--- src/rtl/instr_stream_encoder.sv ---
// instr_stream_encoder: packs op/cmd/reg/imm bundles into 32-bit words and streams them into
// instruction memory, then appends NOP padding so the pipeline drains cleanly.
module instr_stream_encoder #(
    parameter int DEPTH    = 64,
    parameter int AW       = $clog2(DEPTH),
    parameter int PAD_NOPS = 4
) (
    input  logic          clk,
    input  logic          rst,
    input  logic          start,
    input  logic          finish,
    input  logic          in_valid,
    output logic          in_ready,
    input  logic [1:0]    in_op,
    input  logic [4:0]    in_cmd,
    input  logic          in_imm_flag,
    input  logic [3:0]    in_rd,
    input  logic [3:0]    in_rn,
    input  logic [3:0]    in_rm,
    input  logic [23:0]   in_imm,
    output logic          imem_we,
    output logic [AW-1:0] imem_addr,
    output logic [31:0]   imem_wdata,
    output logic          busy,
    output logic          done,
    output logic          err_illegal,
    output logic          err_overflow,
    output logic [AW:0]   word_count
);
    localparam logic [1:0] S_IDLE = 2'd0;
    localparam logic [1:0] S_LOAD = 2'd1;
    localparam logic [1:0] S_PAD  = 2'd2;
    localparam logic [1:0] S_DONE = 2'd3;
    localparam int PW = $clog2(PAD_NOPS + 2);

    logic [1:0]    r_state;
    logic [AW:0]   r_ptr;
    logic [AW:0]   r_wcnt;
    logic [PW-1:0] r_pad;
    logic          r_we;
    logic [AW-1:0] r_addr;
    logic [31:0]   r_wdata;
    logic          r_done;
    logic          r_err_ill;
    logic          r_err_ovf;

    logic          w_not_full;
    logic          w_hs;
    logic          w_illegal;
    logic [31:0]   w_word;

    always_comb begin
        w_not_full = r_ptr < (AW+1)'(DEPTH);
        in_ready   = (r_state == S_LOAD) && w_not_full;
        w_hs       = in_valid && in_ready;
        w_illegal  = (in_op == 2'b11) || (in_op == 2'b00 && in_cmd > 5'd12);
        w_word     = (in_op == 2'b00) ? {in_op, in_imm_flag, in_cmd, in_rd, in_rn,
                                         in_imm_flag ? in_imm[15:0] : {in_rm, 12'h0}} :
                     (in_op == 2'b01) ? {in_op, 1'b0, in_cmd[1:0], 3'b0, in_rd, in_rn, in_imm[15:0]} :
                                        {in_op, in_cmd[0], 5'b0, in_imm};
    end

    always_ff @(posedge clk or posedge rst) begin
        if (rst) begin
            r_state   <= S_IDLE;
            r_ptr     <= '0;
            r_wcnt    <= '0;
            r_pad     <= '0;
            r_we      <= 1'b0;
            r_addr    <= '0;
            r_wdata   <= '0;
            r_done    <= 1'b0;
            r_err_ill <= 1'b0;
            r_err_ovf <= 1'b0;
        end else begin
            r_we <= 1'b0;
            if (r_we)
                r_wcnt <= r_wcnt + 1'b1;
            case (r_state)
                S_LOAD: begin
                    if (w_hs && w_illegal)
                        r_err_ill <= 1'b1;
                    else if (w_hs) begin
                        r_we    <= 1'b1;
                        r_addr  <= r_ptr[AW-1:0];
                        r_wdata <= w_word;
                        r_ptr   <= r_ptr + 1'b1;
                    end
                    if (in_valid && !w_not_full)
                        r_err_ovf <= 1'b1;
                    if (finish) begin
                        r_state <= S_PAD;
                        r_pad   <= '0;
                    end
                end
                S_PAD: begin
                    if (r_pad < PW'(PAD_NOPS) && w_not_full) begin
                        r_we    <= 1'b1;
                        r_addr  <= r_ptr[AW-1:0];
                        r_wdata <= 32'h0;
                        r_ptr   <= r_ptr + 1'b1;
                        r_pad   <= r_pad + 1'b1;
                    end else begin
                        r_state <= S_DONE;
                        r_done  <= 1'b1;
                    end
                end
                default: begin
                    // IDLE and DONE: only start matters; clearing here overrides the count update above
                    if (start) begin
                        r_state   <= S_LOAD;
                        r_ptr     <= '0;
                        r_wcnt    <= '0;
                        r_done    <= 1'b0;
                        r_err_ill <= 1'b0;
                        r_err_ovf <= 1'b0;
                    end
                end
            endcase
        end
    end

    assign imem_we      = r_we;
    assign imem_addr    = r_addr;
    assign imem_wdata   = r_wdata;
    assign busy         = (r_state == S_LOAD) || (r_state == S_PAD) || r_we;
    assign done         = r_done;
    assign err_illegal  = r_err_ill;
    assign err_overflow = r_err_ovf;
    assign word_count   = r_wcnt;
endmodule

--- config.mk ---
export PLATFORM = sky130hd
export DESIGN_NAME = instr_stream_encoder
export DESIGN_NICKNAME = d
export VERILOG_FILES = /design/src/rtl/instr_stream_encoder.sv
export SDC_FILE = /design/constraint.sdc
export NUM_CORES = 1
export LEC_CHECK = 0
export ABC_AREA = 1
export ABC_CLOCK_PERIOD_IN_PS = 4550
export CAP_MARGIN = 20
export CORE_MARGIN = 2
export CORE_UTILIZATION = 50
export CTS_CLUSTER_SIZE = 20
export DETAILED_ROUTE_END_ITERATION = 10
export PLACE_DENSITY = 0.9
export SYNTH_ARGS = -nofsm -noshare
export SYNTH_HDL_FRONTEND = slang
export SYNTH_SLANG_ARGS = --single-unit
--- constraint.sdc ---
create_clock -name clk -period 4.55 [get_ports clk]
set_input_delay 1.1375 -clock clk [delete_from_list [all_inputs] [get_ports clk]]
set_output_delay 1.1375 -clock clk [all_outputs]
set_load 0.01 [all_outputs]
# After elaboration in Yosys (flattened, before gate mapping)
# Index checks and enable logic that the tools add are counted.
dict set report totals {
  ff_bits 61
  inputBits 49
  output_inout_bits 51
  elab_cells 89
}
dict set report classes {
  add_sub_neg 3
  n_lt_le_gt_ge 3
  n_eq_ne 11
  mux 37
  bitwise_logic 2
  reduce_logical 23
}
# operator count
set ops {}
lappend ops {{$mux W32} 3}
lappend ops {{$pmux W32 S2} 1}
lappend ops {{$mux W30} 2}
lappend ops {{$mux W7} 7}
lappend ops {{$mux W6} 3}
lappend ops {{$mux W16} 1}
lappend ops {{$reduce_and A3 Y1} 5}
lappend ops {{$add A7 B1 Y7 const B} 2}
lappend ops {{$pmux W7 S2} 1}
lappend ops {{$pmux W6 S2} 1}
lappend ops {{$ne A2 B2 Y1 const B} 5}
lappend ops {{$pmux W1 S2} 4}
lappend ops {{$reduce_and A4 Y1} 2}
lappend ops {{$lt A7 B7 Y1 const B} 1}
lappend ops {{$mux W1} 7}
lappend ops {{$logic_and A1 B1 Y1} 6}
lappend ops {{$mux W2} 3}
lappend ops {{$mux W3} 2}
lappend ops {{$pmux W3 S2} 1}
lappend ops {{$reduce_bool A2 Y1} 3}
lappend ops {{$gt A5 B4 Y1 const B} 1}
lappend ops {{$eq A2 B1 Y1 const B} 2}
lappend ops {{$eq A2 B2 Y1 const B} 2}
lappend ops {{$ne A2 B1 Y1 const B} 2}
lappend ops {{9 further kinds} 12}

# Longest topological paths before layout
# Gate-level depths: netlist of run 1.
dict set report depth {
  ltp_word 6
  depth_mapped 11
  mapped_depth_nobuf 8
}

# Worst setup path after synthesis of run 1
# OpenSTA, ideal clock, no wires.
dict set report synth_path {
  path_kind {reg2out}
  startpoint {register r_state[0]}
  endpoint {output busy}
  t_arrival_ns 1.057
  t_required_ns 3.413
  path_slack_ns 2.356
  path_stages_with_launch 5
  n_path_buf 1
  cell_sequence {dfrtp_1 inv_1 ha_1 clkbuf_1 nand2_1}
}
dict set report synth_via {
  elab_chain_cells 3
  word_cells_on_any_way 4
  cone_classes {eq/ne (2); reduce/logical (2)}
}
# element line_no
set synth_rtl {}
lappend synth_rtl {{start, declared} 36} ;# logic [1:0] r_state;
lappend synth_rtl {{start signal, assigned} 65} ;# r_state <= S_IDLE;
lappend synth_rtl {{start signal, assigned} 92} ;# r_state <= S_PAD;
lappend synth_rtl {{start signal, assigned} 104} ;# r_state <= S_DONE;
lappend synth_rtl {{$eq A2 B1 Y1 / $eq A2 B2 Y1 (equally long branches)} 126} ;# assign busy = (r_state == S_LOAD) || (r_state == S_PAD) || r_we;
lappend synth_rtl {{$logic_or A1 B1 Y1 (*) (2 in a row)} 126}
lappend synth_rtl {{end, declared} 24} ;# output logic busy,
# Every way passes the cells marked *; elsewhere a longest branch is shown, timed or not.

# Worst setup path in the final report of run 1
# Same ends and word-level chain as after synthesis.

==> results of run 1 <==
[power groups by stage]
stage / sequential, mW / clock, mW / combinational, mW
after global placement: 0.859 / 0 / 1.33
after global routing: 0.885 / 0.446 / 1.63
final: 0.862 / 0.422 / 1.47
after detailed placement: 0.863 / 0 / 1.40
after floorplan: 0.901 / 0 / 0.860
after CTS: 0.861 / 0.419 / 1.41
[layout make-up]
type,instances,area [sq um]
clock buffers,12,155
clock inverters,2,10.0
fillers,461,1670
inverters,35,131
multi-input cells,298,1350
flip-flops and latches,61,1530
well taps,75,93.8
repair buffers,103,1050
[state kept, by name, summed over array words and instances, names as in the netlist]
signal        cells
err_illegal       1
word_count        7
imem_addr         6
err_overflow      1
imem_wdata       32
r_pad             3
r_ptr             7
done              1
imem_we           1
r_state           2
[cell usage in the layout (no fill, tap or decap), types with 4 or more instances in the layout]
cell,count
nand2_1,149
clkdlybuf4s50_1,99
nand3_1,62
dfrtp_1,61
nor2_1,36
inv_1,33
a21oi_1,16
clkbuf_8,11
o21ai_0,10
ha_1,5
xor2_1,4
[per-layer routing]
| metal | global-route usage [%] | up-vias | share of wire (%) | routed length, um |
|---|---|---|---|---|
| met5 | 0 | - | 0 | 0 |
| met4 | 10.9 | 0 | 2.6 | 217 |
| li1 | - | 1501 | - | - |
| met3 | 5.47 | 21 | 6.8 | 563 |
| met1 | 30.1 | 1486 | 40 | 3330 |
| met2 | 41.1 | 144 | 50 | 4120 |
[stage by stage]
step                      cells  hold WS, ps  worst slack (ps)  cell area, sq um
final                       586          476              1500              4320
after global routing        586          501              1320              4320
after CTS                   585          481              1150              4290
after detailed placement    571          462              1150              4120
after global placement      570          454              1110              4110
after floorplan             414          457              1900              3140
[worst min path at each step]
stage                   startpoint              to
floorplan                 r_pad[0]        r_pad[0]
global placement    imem_wdata[24]  imem_wdata[24]
detailed placement  imem_wdata[24]  imem_wdata[24]
CTS                 imem_wdata[31]  imem_wdata[31]
global route         imem_wdata[2]   imem_wdata[2]
finish              imem_wdata[31]  imem_wdata[31]
[worst max-delay path: cells and delay by family, from the launching register on]
kind / cells / cell delay [ps]
simple gates: 1 / 130
fa+ha+maj: 1 / 450
buf+inv: 2 / 590
flops: 1 / 390
[logic make-up after synthesis]
kind of cell / count (synthesis)
buf+inv: 55
xor+xnor: 4
fa+ha+maj: 5
mux: 1
compound gates: 34
simple gates: 254
flops: 61
==> reports/qor.txt, run 1 <==
1st-iter DRT viols -> 239
worst min path class -> reg2reg
largest area contributor in the synthesized netlist -> dfrtp_1
Adder-Cell Fraction of Synth Area -> 2.00%
Fin Setup TNS -> 0 ps
DR DRC count -> 0
Hold Path Depth -> 2
Crit Path Category -> reg2out
CTS Hold Buffers Added -> 0
worst vdd ir -> 0.359 mV
period utilization -> 67.0%
top cells by area, synth -> dfrtp_1 (49%), nand2_1 (18%), nand3_1 (9.9%)
Final Max Slew Viols -> 0
CP cell instances -> inv_1 -> ha_1 -> nand2_1 -> clkdlybuf4s50_1
P_int -> 1.56 mW
IO Port Bufs -> 99
Post-DRT Antenna Nets -> 0
crit-path max FO -> 11
most common cell in the netlist -> nand2_1
Die Y -> 83.2 um
I/O pin count -> 100
switch share -> 43.4%
GR Overflow Total -> 0
DP HPWL -> 5680 um
mapped cell area -> 3140 sq um
synth cell count leaders -> nand2_1 (149), nand3_1 (62), dfrtp_1 (61), nor2_1 (36), inv_1 (34)
cts repair resizes -> 0
CTS tree -> yes
Mapped Cells -> 414
vias per inst -> 5.38
Synth Area in Simple Gates -> 33.8%
Compound-Gate Fraction of Synth Area -> 5.91%
Post-synth EDFFs -> 0
Synth cell types -> 27
share of synthesized registers carrying an async set or reset -> 100%
Critical Path Sink Type -> output pin
Synth warnings -> 0
TritonRoute pass-1 iters -> 5
Worst Setup Start Kind -> flip-flop
CTS buffer count -> 9
P_sw -> 1.20 mW
Comb pwr share -> 53.4%
GP Congestion -> 0.836
CP required -> 3410 ps
depth of the worst register-to-register path -> 9
RSZ-0062 raised after global routing -> false
wire per inst -> 14.0 um
clock power share -> 15.3%
crit-path max cell delay -> 530 ps
total power -> 2.76 mW
worst r2r src -> r_state[0]
Mapped Avg Cell Area -> 7.57 sq um
area grow syn2layout -> 37.7%
Seq pwr share -> 31.3%
Clock Skews -> 9.35 ps
number of max-cap violations -> 0
critical path endpoint -> busy
R2R setup slack -> 1910 ps
Slew HR -> 43.0%
register area share after synthesis -> 48.7%
# diodes -> 0
first-pass GRT wire length -> 13,900 um
antenna violations before repair -> 0
outcome -> finished, final reports clean
mux cell area share after synthesis -> 0.319%
Tmin final -> 3050 ps
ys flop type -> dfrtp_1
P_leak -> 2.18 nW
CP max-delay cell -> clkdlybuf4s50_1
Setup Viol. Count Final -> 0
CTS root buffer -> clkbuf_8
Total GRT Usage -> 24.4%
Max Root-Sink Buffers -> 2
CORE AREA -> 5990 sq um
vias in the first global route -> 3,088
Max Fclk -> 328 MHz
Clock Latency Late Sink -> 330 ps
final core utilization -> 72.1%
routed via count -> 3,152
worst setup path startpoint -> r_state[0]
Post-CTS Setup Inserts -> 0
Post-Synth XOR/XNOR Area -> 1.12%
syn_nets -> 468
Initial Util -> 52.3%
share of cells above drive strength 1 -> 4.31%
Layout Nets -> 562
CTS sink cnt -> 61
H-Tree Depth -> 3
Critical Path AT -> 1910 ps
clock transition at the registers of the reported paths -> 70 ps
final wirelength -> 8220 um
P per Cell Area -> 639 nW/um^2
largest family of logic cells by synthesized area -> simple AND/OR/NAND/NOR gates
Slew @ Worst Pin -> 853 ps
Reg-to-Reg End -> imem_addr[5]
post-synth top area share -> 48.7%
die width -> 83.2 um
#FFs+latches synth -> 61
final hold violation count -> 0
largest net degree at the start of global routing -> 47
Die ar. -> 6920 sq um
row count -> 28
(Power assumes the default switching activity.)
==> run 2, diff against run 1 <==
--- a/config.mk
+++ b/config.mk
@@ -6,13 +6,13 @@
 export NUM_CORES = 1
 export LEC_CHECK = 0
 export ABC_AREA = 1
-export ABC_CLOCK_PERIOD_IN_PS = 4550
+export ABC_CLOCK_PERIOD_IN_PS = 2450
 export CAP_MARGIN = 20
 export CORE_MARGIN = 2
-export CORE_UTILIZATION = 50
+export CORE_UTILIZATION = 42
 export CTS_CLUSTER_SIZE = 20
 export DETAILED_ROUTE_END_ITERATION = 10
-export PLACE_DENSITY = 0.9
+export PLACE_DENSITY = 0.82
 export SYNTH_ARGS = -nofsm -noshare
 export SYNTH_HDL_FRONTEND = slang
 export SYNTH_SLANG_ARGS = --single-unit
==> constraint.sdc (replaced) <==
create_clock -name clk -period 2.45 [get_ports clk]
set_input_delay 0.6125 -clock clk [delete_from_list [all_inputs] [get_ports clk]]
set_output_delay 0.6125 -clock clk [all_outputs]
set_load 0.01 [all_outputs]
==> run 2 against run 1 <==
  * Utilization decreased by 11 points
  * Clock skew shrank 3.2 ps
  * Combinational power rose by 78%
  * Setup slack got worse by 1400 ps
  * Critical path type unchanged
  * Critical endpoint is now in_ready
==> reports/qor.txt, run 2 (same netlist as run 1, synthesis figures left out) <==
DP Area -> 4210 sq um
P_leak -> 2.22 nW
wire per inst -> 12.6 um
CTS tree -> yes
period utilization -> 95.1%
Die Y -> 90.4 um
Post-DRT Antenna Nets -> 0
die width -> 90.4 um
Fin Setup TNS -> 0 ps
crit-path max cell delay -> 540 ps
Die ar. -> 8170 sq um
Clock Skews -> 6.20 ps
Placed Instances -> 604
Initial Util -> 43.2%
CTS buffer count -> 9
Slew @ Worst Pin -> 471 ps
Layout Nets -> 570
Critical Path Sink Type -> output pin
worst min path class -> reg2reg
1st-iter DRT viols -> 121
Top Family by Delay on Critical Path -> buffers and inverters
vias per inst -> 4.87
row count -> 31
most common cell after layout, fill and taps aside -> nand2_1
CP max-delay cell -> clkdlybuf4s50_1
outcome -> finished, final reports clean
max reg flops -> 32
I/O pin count -> 100
CTS Hold Buffers Added -> 0
hold_ws -> 472 ps
CORE AREA -> 7250 sq um
Final Max Slew Viols -> 0
largest net degree at the start of global routing -> 39
GP Congestion -> 0.853
CP cell instances -> inv_1 -> ha_2 -> inv_1 -> nor2_1 -> clkdlybuf4s50_1
Setup Viol. Count Final -> 0
Worst Setup Start Kind -> flip-flop
Total GRT Usage -> 20.0%
Max Fclk -> 429 MHz
P per Cell Area -> 1160 nW/um^2
CTS root buffer -> clkbuf_8
number of max-cap violations -> 0
WP buf/inv -> 3
Tmin final -> 2330 ps
Post-CTS Setup Inserts -> 0
final wirelength -> 7780 um
most used cell, CP -> inv_1
worst slack, placed -> 146 ps
GR Overflow Total -> 0
Final Worst Setup Slack -> 120 ps
Finished Cell Area -> 4430 sq um
final hold violation count -> 0
Finished Layout Cells -> 620
Slew HR -> 68.6%
DP HPWL -> 5760 um
H-Tree Depth -> 3
TritonRoute pass-1 iters -> 4
vias in the first global route -> 2,961
DR DRC count -> 0
routed via count -> 3,018
first-pass GRT wire length -> 13,400 um
worst vdd ir -> 0.577 mV
share of cells above drive strength 1 -> 6.33%
CTS sink cnt -> 61
crit-path max FO -> 5
Max Root-Sink Buffers -> 2
cts repair resizes -> 0
clock transition at the registers of the reported paths -> 70 ps
RSZ-0062 raised after global routing -> false
antenna violations before repair -> 0
CP required -> 1840 ps
# diodes -> 0
area grow syn2layout -> 41.2%
IO Port Bufs -> 99
most frequent cells in the layout -> nand2_1 (149), clkdlybuf4s50_1 (99), nand3_1 (62)
Clock Latency Late Sink -> 340 ps
Crit Path Category -> reg2out
Critical Path AT -> 1720 ps
[run 2: changes by cell type in the layout (fill, tap and decap cells not counted), sizes merged]
cell | before | now
buf | 4 | 12
bufinv | 0 | 1
clkbuf | 12 | 13
clkinv | 3 | 2
clkinvlp | 0 | 1
[run 2: cell type report]
type / instances / area [sq um]
clock inverters: 3 / 42.5
multi-input cells: 298 / 1350
well taps: 99 / 124
repair buffers: 111 / 1080
fillers: 662 / 2830
clock buffers: 13 / 169
flip-flops and latches: 61 / 1530
inverters: 35 / 131
[run 2: worst register-to-register path, stage by stage, from the launching register on]
cell,delay [ps]
dfrtp_1,410
inv_1,70
ha_1,270
buf_4,240
o21ai_0,110
nand2_1,110
inv_1,60
nand2_1,60
buf_4,340
nand2_1,110
nand2_1,70
[run 2: stage by stage]
step / total power [mW] / utilization [%]
finish: 5.15 / 61.0
detailed placement: 4.26 / 58.1
floorplan: 3.27 / -
global placement: 4.17 / 58.1
CTS: 5.22 / 61.0
global route: 5.61 / 61.0
[run 2: final timing paths]
| kind | to | slack [ps] | cells past startpoint | startpoint |
|---|---|---|---|---|
| max | in_ready | 120 | 5 | r_state[1] |
| min | imem_wdata[31] | 470 | 2 | imem_wdata[31] |
| max reg2reg | imem_wdata[2] | 540 | 10 | r_state[0] |
| min reg2reg | imem_wdata[31] | 470 | 2 | imem_wdata[31] |
| max in group asynchronous | imem_wdata[8] | 1380 | 3 | rst |
| min in group asynchronous | r_ptr[6] | 490 | 2 | rst |
[run 2: layer usage]
metal / track usage (%) / vias to the layer above / wire length [um]
met1: 25.0 / 1397 / 3390
met5: 0 / - / 0
li1: - / 1511 / -
met2: 33.5 / 96 / 3830
met4: 7.95 / 0 / 121
met3: 5.09 / 14 / 445
[run 2: power breakdown]
part | internal (mW) | switching (mW) | total, mW | leakage, nW
registers | 1.35 | 0.235 | 1.59 | 0.803
logic | 1.10 | 1.52 | 2.62 | 1.31
clock network | 0.552 | 0.387 | 0.939 | 0.106
total | 3.01 | 2.15 | 5.15 | 2.22
==> run 3, diff against run 2 <==
--- a/config.mk
+++ b/config.mk
@@ -6,13 +6,14 @@
 export NUM_CORES = 1
 export LEC_CHECK = 0
 export ABC_AREA = 1
-export ABC_CLOCK_PERIOD_IN_PS = 2450
+export ABC_CLOCK_PERIOD_IN_PS = 2800
 export CAP_MARGIN = 20
 export CORE_MARGIN = 2
-export CORE_UTILIZATION = 42
+export CORE_UTILIZATION = 50
 export CTS_CLUSTER_SIZE = 20
 export DETAILED_ROUTE_END_ITERATION = 10
-export PLACE_DENSITY = 0.82
+export MAX_ROUTING_LAYER = met4
+export PLACE_DENSITY = 0.9
 export SYNTH_ARGS = -nofsm -noshare
 export SYNTH_HDL_FRONTEND = slang
 export SYNTH_SLANG_ARGS = --single-unit
==> constraint.sdc (replaced) <==
create_clock -name clk -period 2.8 [get_ports clk]
set_input_delay 0.7 -clock clk [delete_from_list [all_inputs] [get_ports clk]]
set_output_delay 0.7 -clock clk [all_outputs]
set_load 0.01 [all_outputs]
==> run 3 against run 2 <==
  * Sequential cell count unchanged
  * Routed wire length is 2.1% lower
  * Die area is 15% lower
  * Clock-buffer cell count decreased by 1
  * Largest cell class unchanged
  * Largest power group unchanged
==> reports/qor.txt, run 3 (same netlist as run 1, synthesis figures left out) <==
H-Tree Depth -> 3
RSZ-0062 raised after global routing -> false
TritonRoute pass-1 iters -> 4
most frequent cells in the layout -> nand2_1 (149), clkdlybuf4s50_1 (99), nand3_1 (62)
final hold violation count -> 0
crit-path max FO -> 11
vias per inst -> 5.15
I/O pin count -> 100
Comb pwr share -> 52.7%
CTS root buffer -> clkbuf_8
switch share -> 42.9%
DR DRC count -> 0
largest net degree at the start of global routing -> 39
Final Max Slew Viols -> 0
Top Family by Delay on Critical Path -> buffers and inverters
share of cells above drive strength 1 -> 4.86%
GP Congestion -> 0.905
Post-DRT Antenna Nets -> 0
clock power share -> 15.4%
Slew HR -> 56.0%
Post-CTS Setup Inserts -> 0
CP max-delay cell -> clkdlybuf4s50_1
vias in the first global route -> 2,955
CORE AREA -> 5990 sq um
area grow syn2layout -> 37.9%
crit-path max cell delay -> 540 ps
clock transition at the registers of the reported paths -> 60 ps
Layout Nets -> 565
Max Root-Sink Buffers -> 2
number of max-cap violations -> 0
Clock Latency Late Sink -> 330 ps
Setup Viol. Count Final -> 0
P per Cell Area -> 1000 nW/um^2
wire per inst -> 12.9 um
max reg flops -> 32
most common cell after layout, fill and taps aside -> nand2_1
GR Overflow Total -> 0
P_sw -> 1.86 mW
Tmin final -> 2560 ps
Reg-to-Reg End -> r_ptr[2]
Worst Setup Start Kind -> flip-flop
period utilization -> 91.3%
1st-iter DRT viols -> 231
Fin Setup TNS -> 0 ps
CTS buffer count -> 9
P_leak -> 2.19 nW
final wirelength -> 7620 um
first-pass GRT wire length -> 13,300 um
critical path endpoint -> busy
CTS sink cnt -> 61
critical path depth -> 4
Total GRT Usage -> 24.0%
IO Port Bufs -> 99
Die ar. -> 6920 sq um
Critical Path Sink Type -> output pin
routed via count -> 3,036
CP cell instances -> inv_1 -> ha_1 -> nand2_1 -> clkdlybuf4s50_1
Initial Util -> 52.3%
depth of the worst register-to-register path -> 7
worst setup path startpoint -> r_state[0]
CTS tree -> yes
Crit Path Category -> reg2out
worst vdd ir -> 0.523 mV
CTS Hold Buffers Added -> 0
Seq pwr share -> 31.9%
# diodes -> 0
outcome -> finished, final reports clean
Clock Skews -> 8.86 ps
CP required -> 2100 ps
worst r2r src -> r_state[0]
cts repair resizes -> 0
Finished Cell Area -> 4320 sq um
die width -> 83.2 um
R2R setup slack -> 500 ps
Slew @ Worst Pin -> 655 ps
row count -> 28
Max Fclk -> 391 MHz
DP HPWL -> 5540 um
antenna violations before repair -> 0
worst min path class -> reg2reg
Die Y -> 83.2 um
Critical Path AT -> 1860 ps
P_int -> 2.47 mW
DP Area -> 4160 sq um
WP buf/inv -> 2
-- run 3: cell count changes in the layout (fill, tap and decap cells not counted), sizes merged --
cell      previous run  this run
buf                 12         7
bufinv               1         0
clkbuf              13        12
clkinv               2         3
clkinvlp             1         0
-- run 3: metal layers --
metal / track usage, % / wire length [um]
met1: 28.5 / 3130
met2: 39.8 / 3810
met3: 5.96 / 579
met4: 8.64 / 107
met5: - / 0
-- run 3: power groups by stage --
| stage | clock [mW] | combinational, mW | sequential, mW |
|---|---|---|---|
| floorplan | 0 | 1.40 | 1.46 |
| global route | 0.723 | 2.55 | 1.42 |
| detailed placement | 0 | 2.29 | 1.39 |
| finish | 0.669 | 2.28 | 1.38 |
| CTS | 0.679 | 2.31 | 1.38 |
| global placement | 0 | 2.21 | 1.39 |
-- run 3: tightest hold or removal path: cells and delay by family (launching register included) --
| family | cells | cell delay, ps |
|---|---|---|
| flops | 1 | 340 |
| simple gates | 2 | 110 |
-- run 3: worst min-delay path by stage --
stage | start | end | slack, ps | cells past startpoint
floorplan | r_pad[0] | r_pad[0] | 460 | 1
global placement | imem_wdata[12] | imem_wdata[12] | 450 | 2
detailed placement | imem_wdata[17] | imem_wdata[17] | 460 | 2
CTS | imem_wdata[17] | imem_wdata[17] | 470 | 2
global route | imem_wdata[1] | imem_wdata[1] | 490 | 2
finish | imem_wdata[31] | imem_wdata[31] | 470 | 2
-- run 3: metrics by stage --
stage	util [%]	power (mW)	instances	hold WS, ps	setup WS, ps
finish	72.2	4.33	589	469	242
global route	72.2	4.69	589	495	129
CTS	72.2	4.37	589	472	228
detailed placement	69.4	3.69	575	459	309
global placement	69.4	3.60	575	454	375
floorplan	-	2.86	414	457	587
-- run 3: cell type report --
type                    count  area [sq um]
clock inverters             2          10.0
fillers                   461          1670
well taps                  75          93.8
multi-input cells         298          1350
clock buffers              12           155
flip-flops and latches     61          1530
repair buffers            106          1060
inverters                  35           131
